==> src/rtl/ram_bist_seq.sv <==
// ram_bist_seq
//
// Test sequencer for the 16x8 excess-3 RAM stage. When `start` is accepted,
// it writes the digit pattern (i mod 10) to addresses 0..N_WORDS-1 through
// the RAM stage's BCD-to-excess-3 encoder. It then reads the same addresses
// back, decodes each excess-3 word to BCD, and counts the mismatches.
//
// Ports
//   clk        in   rising-edge clock
//   rst_n      in   asynchronous active-low reset; forces IDLE, drops CS
//   start      in   begin a run (sampled only in IDLE)
//   a          out  BCD digit to the RAM stage encoder
//   addr       out  RAM address
//   CS         out  RAM chip select
//   WE         out  RAM write enable (1 = write, 0 = read)
//   ram_data   in   RAM stage dataOut (registered inside the RAM stage)
//   busy       out  run in progress
//   done       out  one-cycle pulse at the end of a run
//   bcd_out    out  decoded readback digit (4'hF for an illegal code)
//   bcd_valid  out  bcd_out/err valid this cycle
//   err        out  current readback mismatches, qualified by bcd_valid
//   err_cnt    out  mismatch count of current/last run, saturates at 31
//   dbg_state  out  current FSM state (state_t encoding)
//
// Handshake: there is no back-pressure. The RAM stage returns read data one
// cycle after the read is driven, and this block registers the decoded result
// one cycle later. A read driven after edge k therefore produces bcd_valid
// after edge k+2.

module ram_bist_seq #(
  parameter int N_WORDS = 10
) (
  input  logic       clk,
  input  logic       rst_n,
  input  logic       start,
  output logic [3:0] a,
  output logic [3:0] addr,
  output logic       CS,
  output logic       WE,
  input  logic [7:0] ram_data,
  output logic       busy,
  output logic       done,
  output logic [3:0] bcd_out,
  output logic       bcd_valid,
  output logic       err,
  output logic [4:0] err_cnt,
  output logic [2:0] dbg_state
);

  typedef enum logic [2:0] {
    S_IDLE  = 3'd0,
    S_WRITE = 3'd1,
    S_READ  = 3'd2,
    S_DRAIN = 3'd3,
    S_DONE  = 3'd4
  } state_t;

  localparam logic [3:0] LAST_ADDR = 4'(N_WORDS - 1);
  localparam logic [4:0] CNT_MAX   = 5'd31;

  state_t     state, state_nx;
  logic [3:0] a_nx, addr_nx;
  logic       cs_nx, we_nx, busy_nx, done_nx;
  logic       clr_cnt;

  // Read pipeline stage 1: a read was driven on the previous cycle. The RAM
  // stage presents its data during this cycle, alongside the digit that the
  // read is expected to return.
  logic       rd_v1;
  logic [3:0] rd_exp1;

  // Readback decode of the word currently on ram_data.
  logic       code_ok;
  logic [3:0] dec_digit;
  logic       mism;

  assign dbg_state = state;

  // ---------------------------------------------------------------------
  // FSM: next state and next registered RAM-side outputs
  // ---------------------------------------------------------------------
  always_comb begin
    state_nx = state;
    a_nx     = a;
    addr_nx  = addr;
    cs_nx    = CS;
    we_nx    = WE;
    busy_nx  = busy;
    done_nx  = 1'b0;
    clr_cnt  = 1'b0;

    unique case (state)
      S_IDLE: begin
        cs_nx   = 1'b0;
        busy_nx = 1'b0;
        if (start) begin
          state_nx = S_WRITE;
          a_nx     = 4'd0;
          addr_nx  = 4'd0;
          cs_nx    = 1'b1;
          we_nx    = 1'b1;
          busy_nx  = 1'b1;
          clr_cnt  = 1'b1;
        end
      end

      S_WRITE: begin
        if (addr == LAST_ADDR) begin
          // The next cycle is the first read, at address 0.
          state_nx = S_READ;
          a_nx     = 4'd0;
          addr_nx  = 4'd0;
          we_nx    = 1'b0;
        end else begin
          addr_nx = addr + 4'd1;
          a_nx    = (a == 4'd9) ? 4'd0 : a + 4'd1;
        end
      end

      S_READ: begin
        if (addr == LAST_ADDR) begin
          state_nx = S_DRAIN;
          addr_nx  = 4'd0;
          cs_nx    = 1'b0;
          we_nx    = 1'b0;
        end else begin
          addr_nx = addr + 4'd1;
        end
      end

      // One empty cycle lets the final read drain through the RAM register.
      S_DRAIN: begin
        state_nx = S_DONE;
        cs_nx    = 1'b0;
        done_nx  = 1'b1;
      end

      S_DONE: begin
        state_nx = S_IDLE;
        busy_nx  = 1'b0;
      end

      default: begin
        state_nx = S_IDLE;
        cs_nx    = 1'b0;
        we_nx    = 1'b0;
        busy_nx  = 1'b0;
      end
    endcase
  end

  always_ff @(posedge clk or negedge rst_n) begin
    if (!rst_n) begin
      state <= S_IDLE;
      a     <= 4'd0;
      addr  <= 4'd0;
      CS    <= 1'b0;
      WE    <= 1'b0;
      busy  <= 1'b0;
      done  <= 1'b0;
    end else begin
      state <= state_nx;
      a     <= a_nx;
      addr  <= addr_nx;
      CS    <= cs_nx;
      WE    <= we_nx;
      busy  <= busy_nx;
      done  <= done_nx;
    end
  end

  // ---------------------------------------------------------------------
  // Readback decode: a legal excess-3 word is 8'h03..8'h0C
  // ---------------------------------------------------------------------
  always_comb begin
    code_ok   = (ram_data[7:4] == 4'd0) &&
                (ram_data[3:0] >= 4'd3) && (ram_data[3:0] <= 4'd12);
    dec_digit = code_ok ? (ram_data[3:0] - 4'd3) : 4'hF;
    mism      = !code_ok || (dec_digit != rd_exp1);
  end

  always_ff @(posedge clk or negedge rst_n) begin
    if (!rst_n) begin
      rd_v1     <= 1'b0;
      rd_exp1   <= 4'd0;
      bcd_out   <= 4'd0;
      bcd_valid <= 1'b0;
      err       <= 1'b0;
      err_cnt   <= 5'd0;
    end else begin
      rd_v1     <= CS && !WE;
      // Expected digit for the address being read: addr mod 10 (addr < 16).
      rd_exp1   <= (addr >= 4'd10) ? (addr - 4'd10) : addr;
      bcd_valid <= rd_v1;
      err       <= rd_v1 && mism;
      if (rd_v1) begin
        bcd_out <= dec_digit;
      end
      // clr_cnt only fires in IDLE, where no read is in flight.
      if (clr_cnt) begin
        err_cnt <= 5'd0;
      end else if (rd_v1 && mism && (err_cnt != CNT_MAX)) begin
        err_cnt <= err_cnt + 5'd1;
      end
    end
  end

endmodule
==> config.mk <==
export PLATFORM = sky130hd
export DESIGN_NAME = ram_bist_seq
export DESIGN_NICKNAME = d
export VERILOG_FILES = /design/src/rtl/ram_bist_seq.sv
export SDC_FILE = /design/constraint.sdc
export NUM_CORES = 1
export LEC_CHECK = 0
export BUFFER_PORTS_ARGS = -buffer_cell sky130_fd_sc_hd__buf_2
export CAP_MARGIN = 20
export CORE_ASPECT_RATIO = 1.25
export CORE_UTILIZATION = 30
export DETAILED_ROUTE_END_ITERATION = 10
export GPL_TIMING_DRIVEN = 0
export PLACE_DENSITY_LB_ADDON = 0.05
export SYNTH_ARGS = -nofsm -noshare
export SYNTH_HDL_FRONTEND = slang
export SYNTH_SLANG_ARGS = --single-unit
==> constraint.sdc <==
create_clock -name clk -period 4.56 [get_ports clk]
set_clock_uncertainty 0.15 [all_clocks]
set_input_delay 0.912 -clock clk [delete_from_list [all_inputs] [get_ports clk]]
set_output_delay 0.912 -clock clk [all_outputs]
set_load 0.03 [all_outputs]
# Yosys cells after proc, flatten, opt, wreduce, memory -nomap -nowiden
# Cells that the tools add are included.
[totals]
in_bits = 11
out_inout_bits = 26
wordCells = 79
register_bits = 31
[classes]
n_mux = 22
bitwise = 2
n_addsub = 5
n_eq_ne = 12
reduce_logical = 22
order_cmp = 3
[ops]
columns = ["op", "n"]
rows = [
  ["$mux 4", 6],
  ["$pmux 4 s2", 2],
  ["$pmux 3 s4", 1],
  ["$mux 5", 2],
  ["$mux 3", 3],
  ["$add 4x1->4 const B", 2],
  ["$eq 4x4->1 const B", 2],
  ["$eq 3x2->1 const B", 2],
  ["$ne 2x2->1 const B", 3],
  ["$pmux 1 s3", 2],
  ["$reduce_and 2->1", 3],
  ["$reduce_and 3->1", 2],
  ["$reduce_bool 2->1", 3],
  ["$reduce_or 2->1", 3],
  ["$add 5x1->5 const B", 1],
  ["$logic_and 1x1->1", 5],
  ["$mux 1", 5],
  ["$ne 5x5->1 const B", 1],
  ["$ge 4x2->1 const B", 1],
  ["$ge 4x4->1 const B", 1],
  ["$le 4x4->1 const B", 1],
  ["$logic_not 4->1", 1],
  ["$ne 4x4->1", 1],
  ["$sub 4x2->4 const B", 1],
  ["other kinds (10)", 12],
]

# Logic depth before layout (Yosys ltp)
# Gate-level depths: netlist (run 1).
[logic_depth]
ltp_word = 10
ltp_mapped = 8
mapped_depth_nobuf = 8

# Least setup slack after synthesis (run 1)
# Ideal clock, no wire load.
[synth_timing]
path_kind = "input to register"
start = "input port ram_data[0]"
end = "register err_cnt[3]"
arrival_ns = 2.293
stages = 7
n_path_buf = 0
required_time_ns = 4.286
setup_slack_ns = 1.993
setup_ns = 0.124
cell_sequence = "ha_1 nor2b_1 a21oi_4 xnor2_1 a311oi_4 nand4_1 mux2i_1"
[synth_via]
elab_chain_len = 9
elab_cells_between_ends = 12
cone_classes = "1 x add/sub; 2 x order compare; 1 x eq/ne; 1 x mux; 7 x reduce/logical"
[synth_lines]
columns = ["item", "line_no", "source"]
rows = [
  ["start: declaration", "40", "input logic [7:0] ram_data,"],
  ["$ge 4x2->1", "177", "(ram_data[3:0] >= 4'd3) && (ram_data[3:0] <= 4'd12);"],
  ["$logic_and 1x1->1", "176", "code_ok = (ram_data[7:4] == 4'd0) &&"],
  ["$logic_and 1x1->1", "177", ""],
  ["$mux 4", "178", "dec_digit = code_ok ? (ram_data[3:0] - 4'd3) : 4'hF;"],
  ["$ne 4x4->1", "179", "mism = !code_ok || (dec_digit != rd_exp1);"],
  ["$logic_or 1x1->1 *", "179", ""],
  ["$logic_and 1x1->1 * (2 in series)", "202", "end else if (rd_v1 && mism && (err_cnt != CNT_MAX)) begin"],
  ["$reduce_bool 2->1 (no source line) *", "n/a", ""],
  ["end signal: assignment", "203", "err_cnt <= err_cnt + 5'd1;"],
  ["end: declaration", "46", "output logic [4:0] err_cnt,"],
]
# Mark *: on every way between the ends. The rest lies on a longest branch, timed or not.
# A chain may end at the register's enable or synchronous reset.

# Worst setup path in the final report (run 1)
# Same ends and word-level chain as after synthesis.

==> results of run 1 <==
-- final cells by class --
cell class,count,area (sq um)
Fill cell,542,3150
Multi-Input combinational cell,119,783
Sequential cell,31,776
Timing Repair Buffer,36,180
Clock buffer,8,100
Tap cell,62,77.6
Inverter,7,28.8
Buffer,6,23.8
-- per-layer routing --
layer  up-vias  routed length (um)  GRT usage (%)  part of all wire [%]
met4         0                  65           5.80                   1.9
met1       596                1400           15.4                    41
met5         -                   0              0                     0
met2        29                1740           21.9                    51
met3         6                 177           3.42                   5.2
li1        647                   -              -                     -
-- kinds of logic after synthesis --
group           count (synthesis)  share of synthesized area, %
flops                          31                          48.1
fa+ha+maj                       8                          6.21
xor+xnor                       11                          5.98
buf+inv                        13                          3.26
compound gates                 35                          15.4
mux                             2                          1.32
simple gates                   63                          19.7
-- path summary, 6_finish.rpt --
path	start	endpoint	slack (ns)
min reg2reg	rd_v1	bcd_valid	0.22
min	rd_v1	bcd_valid	0.22
min in group asynchronous	rst_n	bcd_out[2]	0.54
max	ram_data[0]	err_cnt[3]	1.94
max in group asynchronous	rst_n	err_cnt[1]	3.27
max reg2reg	err_cnt[0]	err_cnt[3]	2.44
-- flip-flops by register name, summed over array words and instances (netlist names) --
| name | cells |
|---|---|
| rd_exp1 | 4 |
| err | 1 |
| addr | 4 |
| WE | 1 |
| a | 4 |
| bcd_out | 4 |
| dbg_state | 3 |
| done | 1 |
| CS | 1 |
| busy | 1 |
| err_cnt | 5 |
| bcd_valid | 1 |
| rd_v1 | 1 |
-- power groups by stage --
stage	combinational, mW	sequential (mW)	clock (mW)
floorplan	0.303	0.594	0
global placement	0.597	0.456	0
detailed placement	0.606	0.459	0
CTS	0.609	0.454	0.248
global route	0.668	0.466	0.257
finish	0.598	0.451	0.235
-- synth_stat cells (2+ instances only) --
cell,count,share of area (%)
dfrtp_1,31,48
nor2_1,22,5.1
nand2_1,14,3.3
o21ai_1,11,3.4
a21oi_1,10,3.1
ha_1,8,6.2
xnor2_1,7,3.8
inv_1,6,1.4
nand3_1,6,1.9
clkbuf_1,4,0.93
xor2_1,4,2.2
and3_1,3,1.2
nand2b_1,3,1.2
nand4_1,3,1.2
nand3b_1,2,0.93
nor2b_1,2,0.78
nor3_1,2,0.62
o21ai_0,2,0.62
-- stage by stage --
step           std cells  utilization [%]  hold WS [ns]  setup WS (ns)
6_report             269             38.5         0.224           1.94
5_1_grt              269             38.5         0.231           1.83
4_1_cts              269             38.5         0.229           1.93
3_5_place_dp         261             36.5         0.214           1.63
3_3_place_gp         261             36.5         0.215           1.68
2_1_floorplan        163                -         0.203           1.99
==> impl_metrics.prom, run 1 <==
# TYPE chip_impl_metric gauge
chip_impl_metric{name="synth.distinct_cells",unit=""} 41
chip_impl_metric{name="totalNegativeSetupSlack",unit="ns"} 0
chip_impl_info{name="hold_path.class",value="reg -> reg"} 1
chip_impl_metric{name="start_util",unit="%"} 31.5
chip_impl_info{name="setup_repair_after_global_routing_missed_its_margin",value="false"} 1
chip_impl_metric{name="worstSetupPathDepth",unit=""} 8
chip_impl_metric{name="ff_to_ff_path_depth",unit=""} 6
chip_impl_metric{name="post-cts-setup-buffer-count",unit=""} 0
chip_impl_info{name="path_delay_family",value="compound AO/OA/AOI/OAI gates"} 1
chip_impl_metric{name="power.combinational.fraction",unit="%"} 46.5
chip_impl_info{name="cp-end-kind",value="flop"} 1
chip_impl_metric{name="wire_per_inst",unit="um"} 12.6
chip_impl_metric{name="post_synth_instance_area",unit="sq um"} 1610
chip_impl_metric{name="share_seq_of_total_power",unit="%"} 35.1
chip_impl_metric{name="flow.area_growth_from_synthesis",unit="%"} 22.2
chip_impl_metric{name="final-max-slew-violation-count",unit=""} 0
chip_impl_metric{name="num_rows",unit=""} 29
chip_impl_metric{name="count_of_maximum_capacitance_violations",unit=""} 0
chip_impl_metric{name="finish.instance_area",unit="sq um"} 1970
chip_impl_metric{name="final-setup-viol-count",unit=""} 0
chip_impl_info{name="outcome",value="finished, final reports clean"} 1
chip_impl_metric{name="detail_route.wirelength",unit="um"} 3380
chip_impl_metric{name="power_per_cell_area",unit="nW/um^2"} 652
chip_impl_metric{name="numCtsBuffers",unit=""} 5
chip_impl_metric{name="place.detailed.hpwl",unit="um"} 2560
chip_impl_metric{name="drt_first_pass_iters",unit=""} 6
chip_impl_metric{name="postCtsResizedCells",unit=""} 0
chip_impl_metric{name="path_clk_slew",unit="ns"} 0.06
chip_impl_metric{name="min_delay_path_depth",unit=""} 0
chip_impl_metric{name="placement.io_buffers",unit=""} 36
chip_impl_metric{name="fmax",unit="MHz"} 381
chip_impl_metric{name="edff_count_synth",unit=""} 0
chip_impl_info{name="critPathKind",value="in -> reg"} 1
chip_impl_metric{name="fp.dieArea",unit="sq um"} 5670
chip_impl_metric{name="maxSlewHeadroom",unit="%"} 52.6
chip_impl_metric{name="drt_first_iter_violations",unit=""} 35
chip_impl_metric{name="max_slew.worst_pin.slew",unit="ns"} 0.711
chip_impl_metric{name="final_layout_size_suffix_gt1_share",unit="%"} 25.6
chip_impl_metric{name="max_stage_delay",unit="ns"} 0.50
chip_impl_metric{name="dieWidth",unit="um"} 67.6
chip_impl_metric{name="antenna_found_initial",unit=""} 0
chip_impl_metric{name="sw_frac_of_total",unit="%"} 44.6
chip_impl_metric{name="required",unit="ns"} 4.57
chip_impl_metric{name="clock_tree.htree_level_count",unit=""} 2
chip_impl_metric{name="grt_pass1_wl",unit="um"} 5640
chip_impl_info{name="mostFrequentLayoutCells",value="buf_2 (36), dfrtp_1 (31), nor2_1 (22)"} 1
chip_impl_metric{name="globalRoute.totalOverflow",unit=""} 0
chip_impl_metric{name="ys_async_sr_fraction",unit="%"} 100
chip_impl_metric{name="p_total",unit="mW"} 1.28
chip_impl_metric{name="yosys_warnings",unit=""} 0
chip_impl_metric{name="post_synth_inst_count",unit=""} 163
chip_impl_metric{name="ioPinCount",unit=""} 37
chip_impl_metric{name="layout_worst_path_cycle_share",unit="%"} 57.5
chip_impl_metric{name="clockBufferDepth",unit=""} 2
chip_impl_info{name="start_kind",value="input pin"} 1
chip_impl_metric{name="drcViolationCount",unit=""} 0
chip_impl_metric{name="ant_nets",unit=""} 0
chip_impl_metric{name="crit_buf_inv",unit=""} 1
chip_impl_metric{name="vias_per_cell",unit=""} 4.75
chip_impl_metric{name="fraction_of_the_yosys_area_taken_by_sequential_cells",unit="%"} 48.1
chip_impl_info{name="worst_path_max_delay_cell",value="a311oi_4"} 1
chip_impl_metric{name="vdd.ir_drop.worst",unit="mV"} 0.313
chip_impl_metric{name="grt_max_degree",unit=""} 32
chip_impl_metric{name="yosys_register_bits",unit=""} 31
chip_impl_metric{name="total_core_area",unit="sq um"} 5120
chip_impl_metric{name="die_y",unit="um"} 83.9
chip_impl_metric{name="via_count_of_the_first_global_routing_pass",unit=""} 1259
chip_impl_metric{name="total_switching_power",unit="uW"} 572
chip_impl_metric{name="insertedDiodeCount",unit=""} 0
chip_impl_metric{name="timing.final.crit_period",unit="ns"} 2.62
chip_impl_metric{name="timing.critical_path.fanout_max",unit=""} 8
chip_impl_info{name="tritoncts",value="yes"} 1
chip_impl_info{name="most_used_dff_post_synth",value="dfrtp_1"} 1
chip_impl_metric{name="number_of_failing_hold_endpoints_at_the_final_stage",unit=""} 0
chip_impl_metric{name="clock_power_share",unit="%"} 18.3
chip_impl_metric{name="detailed_place.area",unit="sq um"} 1870
chip_impl_info{name="layout_commonest_cell",value="buf_2"} 1
chip_impl_metric{name="clock_sink_count",unit=""} 31
chip_impl_metric{name="num_vias",unit=""} 1278
chip_impl_metric{name="routabilityCongestion",unit=""} 0.790
chip_impl_metric{name="leakagePower",unit="nW"} 0.928
chip_impl_metric{name="cp.arrival",unit="ns"} 2.63
chip_impl_metric{name="post_synthesis_net_count",unit=""} 182
chip_impl_metric{name="synthesis.area_per_instance",unit="sq um"} 9.89
chip_impl_info{name="ctsRootBufferMaster",value="clkbuf_8"} 1
chip_impl_metric{name="fin_nets",unit=""} 225
chip_impl_metric{name="insertion_delay",unit="ns"} 0.28
chip_impl_metric{name="cts_hold_repair.buffers",unit=""} 0
chip_impl_info{name="crit_path_cell_chain",value="buf_2 -> ha_1 -> nor2b_1 -> a21oi_4 -> xnor2_1 -> a311oi_4 -> nand4_1 -> mux2i_1"} 1
chip_impl_metric{name="global_route.usage.total",unit="%"} 13.2
chip_impl_metric{name="internal",unit="uW"} 712
(Power assumes the default switching activity.)
==> run 2: changes to the inputs <==
Settings changed: ABC_AREA set to 1.
Clock period 4.56 ns to 2.6 ns, I/O delays scaled along.
==> impl_metrics.prom, run 2 <==
# TYPE chip_impl_metric gauge
chip_impl_info{name="outcome",value="finished, final reports clean"} 1
chip_impl_metric{name="synth_top_cell_area_share",unit="%"} 46.0
chip_impl_metric{name="timing.critical_path.fanout_max",unit=""} 7
chip_impl_metric{name="die_y",unit="um"} 85.9
chip_impl_metric{name="yosys_warnings",unit=""} 0
chip_impl_metric{name="ioPinCount",unit=""} 37
chip_impl_metric{name="postCtsResizedCells",unit=""} 0
chip_impl_metric{name="flip_flop_count_of_the_largest_register_all_copies_and_words_added",unit=""} 5
chip_impl_metric{name="start_util",unit="%"} 31.0
chip_impl_metric{name="wire_per_inst",unit="um"} 10.9
chip_impl_metric{name="antenna_found_initial",unit=""} 0
chip_impl_metric{name="vias_per_cell",unit=""} 4.37
chip_impl_metric{name="numCtsBuffers",unit=""} 5
chip_impl_metric{name="required",unit="ns"} 2.63
chip_impl_info{name="yosys.cell_count.top_type",value="nand2_1"} 1
chip_impl_metric{name="post_synthesis_net_count",unit=""} 228
chip_impl_metric{name="clockBufferDepth",unit=""} 2
chip_impl_info{name="tritoncts",value="yes"} 1
chip_impl_metric{name="placement.io_buffers",unit=""} 36
chip_impl_metric{name="post_synth_instance_area",unit="sq um"} 1690
chip_impl_metric{name="final_layout_size_suffix_gt1_share",unit="%"} 29.2
chip_impl_metric{name="power_per_cell_area",unit="nW/um^2"} 1320
chip_impl_metric{name="cp.arrival",unit="ns"} 1.87
chip_impl_metric{name="place.detailed.hpwl",unit="um"} 2620
chip_impl_info{name="setup_repair_after_global_routing_missed_its_margin",value="false"} 1
chip_impl_metric{name="ff_latch_area",unit="sq um"} 776
chip_impl_metric{name="num_vias",unit=""} 1386
chip_impl_metric{name="count_of_maximum_capacitance_violations",unit=""} 0
chip_impl_metric{name="insertion_delay",unit="ns"} 0.28
chip_impl_info{name="reg2reg_from",value="dbg_state[1]"} 1
chip_impl_metric{name="fp.dieArea",unit="sq um"} 5930
chip_impl_info{name="critPathKind",value="in -> reg"} 1
chip_impl_metric{name="yosys_register_bits",unit=""} 31
chip_impl_info{name="hold_path.class",value="in -> async"} 1
chip_impl_metric{name="final-setup-viol-count",unit=""} 0
chip_impl_metric{name="cts_hold_repair.buffers",unit=""} 0
chip_impl_metric{name="hold_slack",unit="ns"} 0.133
chip_impl_info{name="worst_path_max_delay_cell",value="nor2_4"} 1
chip_impl_metric{name="fmax",unit="MHz"} 541
chip_impl_metric{name="drt_first_pass_iters",unit=""} 4
chip_impl_metric{name="globalRoute.totalOverflow",unit=""} 0
chip_impl_metric{name="total_core_area",unit="sq um"} 5440
chip_impl_info{name="synthDominantAreaCellType",value="dfrtp_1"} 1
chip_impl_metric{name="ys_async_sr_fraction",unit="%"} 100
chip_impl_metric{name="number_of_failing_hold_endpoints_at_the_final_stage",unit=""} 0
chip_impl_metric{name="clock_tree.htree_level_count",unit=""} 2
chip_impl_metric{name="clock_sink_count",unit=""} 31
chip_impl_metric{name="fin_nets",unit=""} 271
chip_impl_metric{name="leakagePower",unit="nW"} 1.11
chip_impl_info{name="rr_endpoint",value="addr[2]"} 1
chip_impl_metric{name="timing.final.crit_period",unit="ns"} 1.85
chip_impl_info{name="netlist_top_cells_count",value="nand2_1 (58), dfrtp_1 (31), nor2_1 (20)"} 1
chip_impl_metric{name="p_total",unit="mW"} 2.71
chip_impl_info{name="mostFrequentLayoutCells",value="nand2_1 (58), buf_2 (36), dfrtp_1 (31)"} 1
chip_impl_info{name="layout_commonest_cell",value="nand2_1"} 1
chip_impl_metric{name="totalNegativeSetupSlack",unit="ns"} 0
chip_impl_metric{name="grt_max_degree",unit=""} 32
chip_impl_metric{name="fraction_of_the_yosys_area_taken_by_sequential_cells",unit="%"} 46.0
chip_impl_metric{name="insertedDiodeCount",unit=""} 0
chip_impl_metric{name="post_synth_inst_count",unit=""} 209
chip_impl_metric{name="routabilityCongestion",unit=""} 0.783
chip_impl_metric{name="synth.distinct_cells",unit=""} 26
chip_impl_info{name="start_kind",value="input pin"} 1
chip_impl_metric{name="grt_pass1_wl",unit="um"} 6030
chip_impl_metric{name="dieWidth",unit="um"} 69.1
chip_impl_metric{name="via_count_of_the_first_global_routing_pass",unit=""} 1344
chip_impl_metric{name="ant_nets",unit=""} 0
chip_impl_metric{name="detail_route.wirelength",unit="um"} 3450
chip_impl_metric{name="maxSlewHeadroom",unit="%"} 53.7
chip_impl_metric{name="max_stage_delay",unit="ns"} 0.17
chip_impl_metric{name="path_clk_slew",unit="ns"} 0.07
chip_impl_metric{name="multiInputGateArea",unit="sq um"} 772
chip_impl_metric{name="drt_first_iter_violations",unit=""} 68
chip_impl_metric{name="edff_count_synth",unit=""} 0
chip_impl_metric{name="ff_to_ff_path_depth",unit=""} 8
chip_impl_metric{name="vdd.ir_drop.worst",unit="mV"} 0.762
chip_impl_metric{name="synthesis.area_per_instance",unit="sq um"} 8.08
chip_impl_metric{name="final-max-slew-violation-count",unit=""} 0
chip_impl_metric{name="layout_worst_path_cycle_share",unit="%"} 71.0
chip_impl_info{name="crit_path_cell_chain",value="buf_2 -> inv_1 -> ha_1 -> nor2_2 -> nor2_4 -> nand3_1 -> nand2_1 -> nand2_1 -> nor2_2 -> nand2_2 -> nand3_4 -> nand2_4 -> nand2_1 -> nand2_1"} 1
chip_impl_metric{name="num-fill-cells",unit=""} 585
chip_impl_metric{name="max_slew.worst_pin.slew",unit="ns"} 0.695
chip_impl_info{name="crit_path_frequent_cell",value="nand2_1"} 1
chip_impl_info{name="cp-end-kind",value="flop"} 1
chip_impl_metric{name="flow.area_growth_from_synthesis",unit="%"} 21.3
chip_impl_info{name="largest_register",value="err_cnt"} 1
chip_impl_info{name="most_used_dff_post_synth",value="dfrtp_1"} 1
chip_impl_metric{name="drcViolationCount",unit=""} 0
chip_impl_metric{name="post-cts-setup-buffer-count",unit=""} 0
chip_impl_metric{name="global_route.usage.total",unit="%"} 12.9
chip_impl_metric{name="worst-r2r-setup-slack",unit="ns"} 0.89
chip_impl_info{name="main_area_contributors_after_synthesis",value="dfrtp_1 (46%), nand2_1 (13%), ha_1 (5.9%), nand3_1 (5.3%), nor2_1 (4.4%)"} 1
chip_impl_metric{name="num_rows",unit=""} 30
chip_impl_info{name="ctsRootBufferMaster",value="clkbuf_8"} 1
-- run 2: cell count changes after synthesis, sizes merged, moves of 4 or more --
cell | before | now
clkbuf | 5 | 0
inv | 7 | 30
nand2 | 14 | 62
nand2b | 4 | 0
nand3 | 6 | 20
nor2 | 22 | 28
o21ai | 13 | 8
xnor2 | 7 | 0
-- run 2: worst max-delay path by stage --
stage / start / to / slack (ns) / cells past startpoint
3_3_place_gp: ram_data[0] / err_cnt[1] / 0.46 / 14
4_1_cts: ram_data[0] / err_cnt[1] / 0.75 / 14
3_5_place_dp: ram_data[0] / err_cnt[1] / 0.45 / 14
6_report: ram_data[0] / err_cnt[1] / 0.75 / 14
5_1_grt: ram_data[0] / err_cnt[0] / 0.56 / 14
2_1_floorplan: ram_data[0] / err_cnt[2] / 0.80 / 13
-- run 2: logic make-up after synthesis --
logic type	share of synthesized area [%]
AOI/OAI and AO/OA	5.63
xor gates and xnor gates	1.56
adders and majority gates	5.93
buffers and inverters	8.30
DFF	46.0
muxes	0.593
and+or+nand+nor	32.0
-- run 2: layout make-up --
class | instances | share of cell area [%]
multi-input cells | 145 | 37.7
clock buffers | 8 | 4.89
repair buffers | 36 | 8.80
plain buffers | 1 | 0.367
well taps | 64 | 3.91
inverters | 32 | 6.48
flip-flops and latches | 31 | 37.9
-- run 2: metrics by stage --
step / utilization (%) / area, sq um / setup slack (ns) / std cells
global route: 37.6 / 2050 / 0.558 / 317
global placement: 35.8 / 1950 / 0.455 / 309
finish: 37.6 / 2050 / 0.753 / 317
CTS: 37.6 / 2050 / 0.745 / 317
detailed placement: 35.8 / 1950 / 0.446 / 309
floorplan: - / 1690 / 0.803 / 209
-- run 2: power by group --
group / leakage [nW] / internal (mW) / switching [mW] / total, mW
Sequential: 0.392 / 0.697 / 0.184 / 0.881
Clock: 0.0515 / 0.241 / 0.175 / 0.416
Combinational: 0.665 / 0.438 / 0.975 / 1.41
Total: 1.11 / 1.38 / 1.33 / 2.71
-- run 2: critical path, delay by kind of cell --
kind          cells  cell delay (ns)
buf+inv           2             0.19
fa+ha+maj         1             0.16
simple gates     11             0.99
-- run 2: metal layers --
| layer | GRT usage, % | up-vias | wire, um |
|---|---|---|---|
| met5 | 0 | - | 0 |
| met4 | 5.01 | 0 | 58 |
| met3 | 3.53 | 6 | 113 |
| met2 | 22.9 | 22 | 1790 |
| met1 | 14.8 | 618 | 1500 |
| li1 | - | 740 | - |
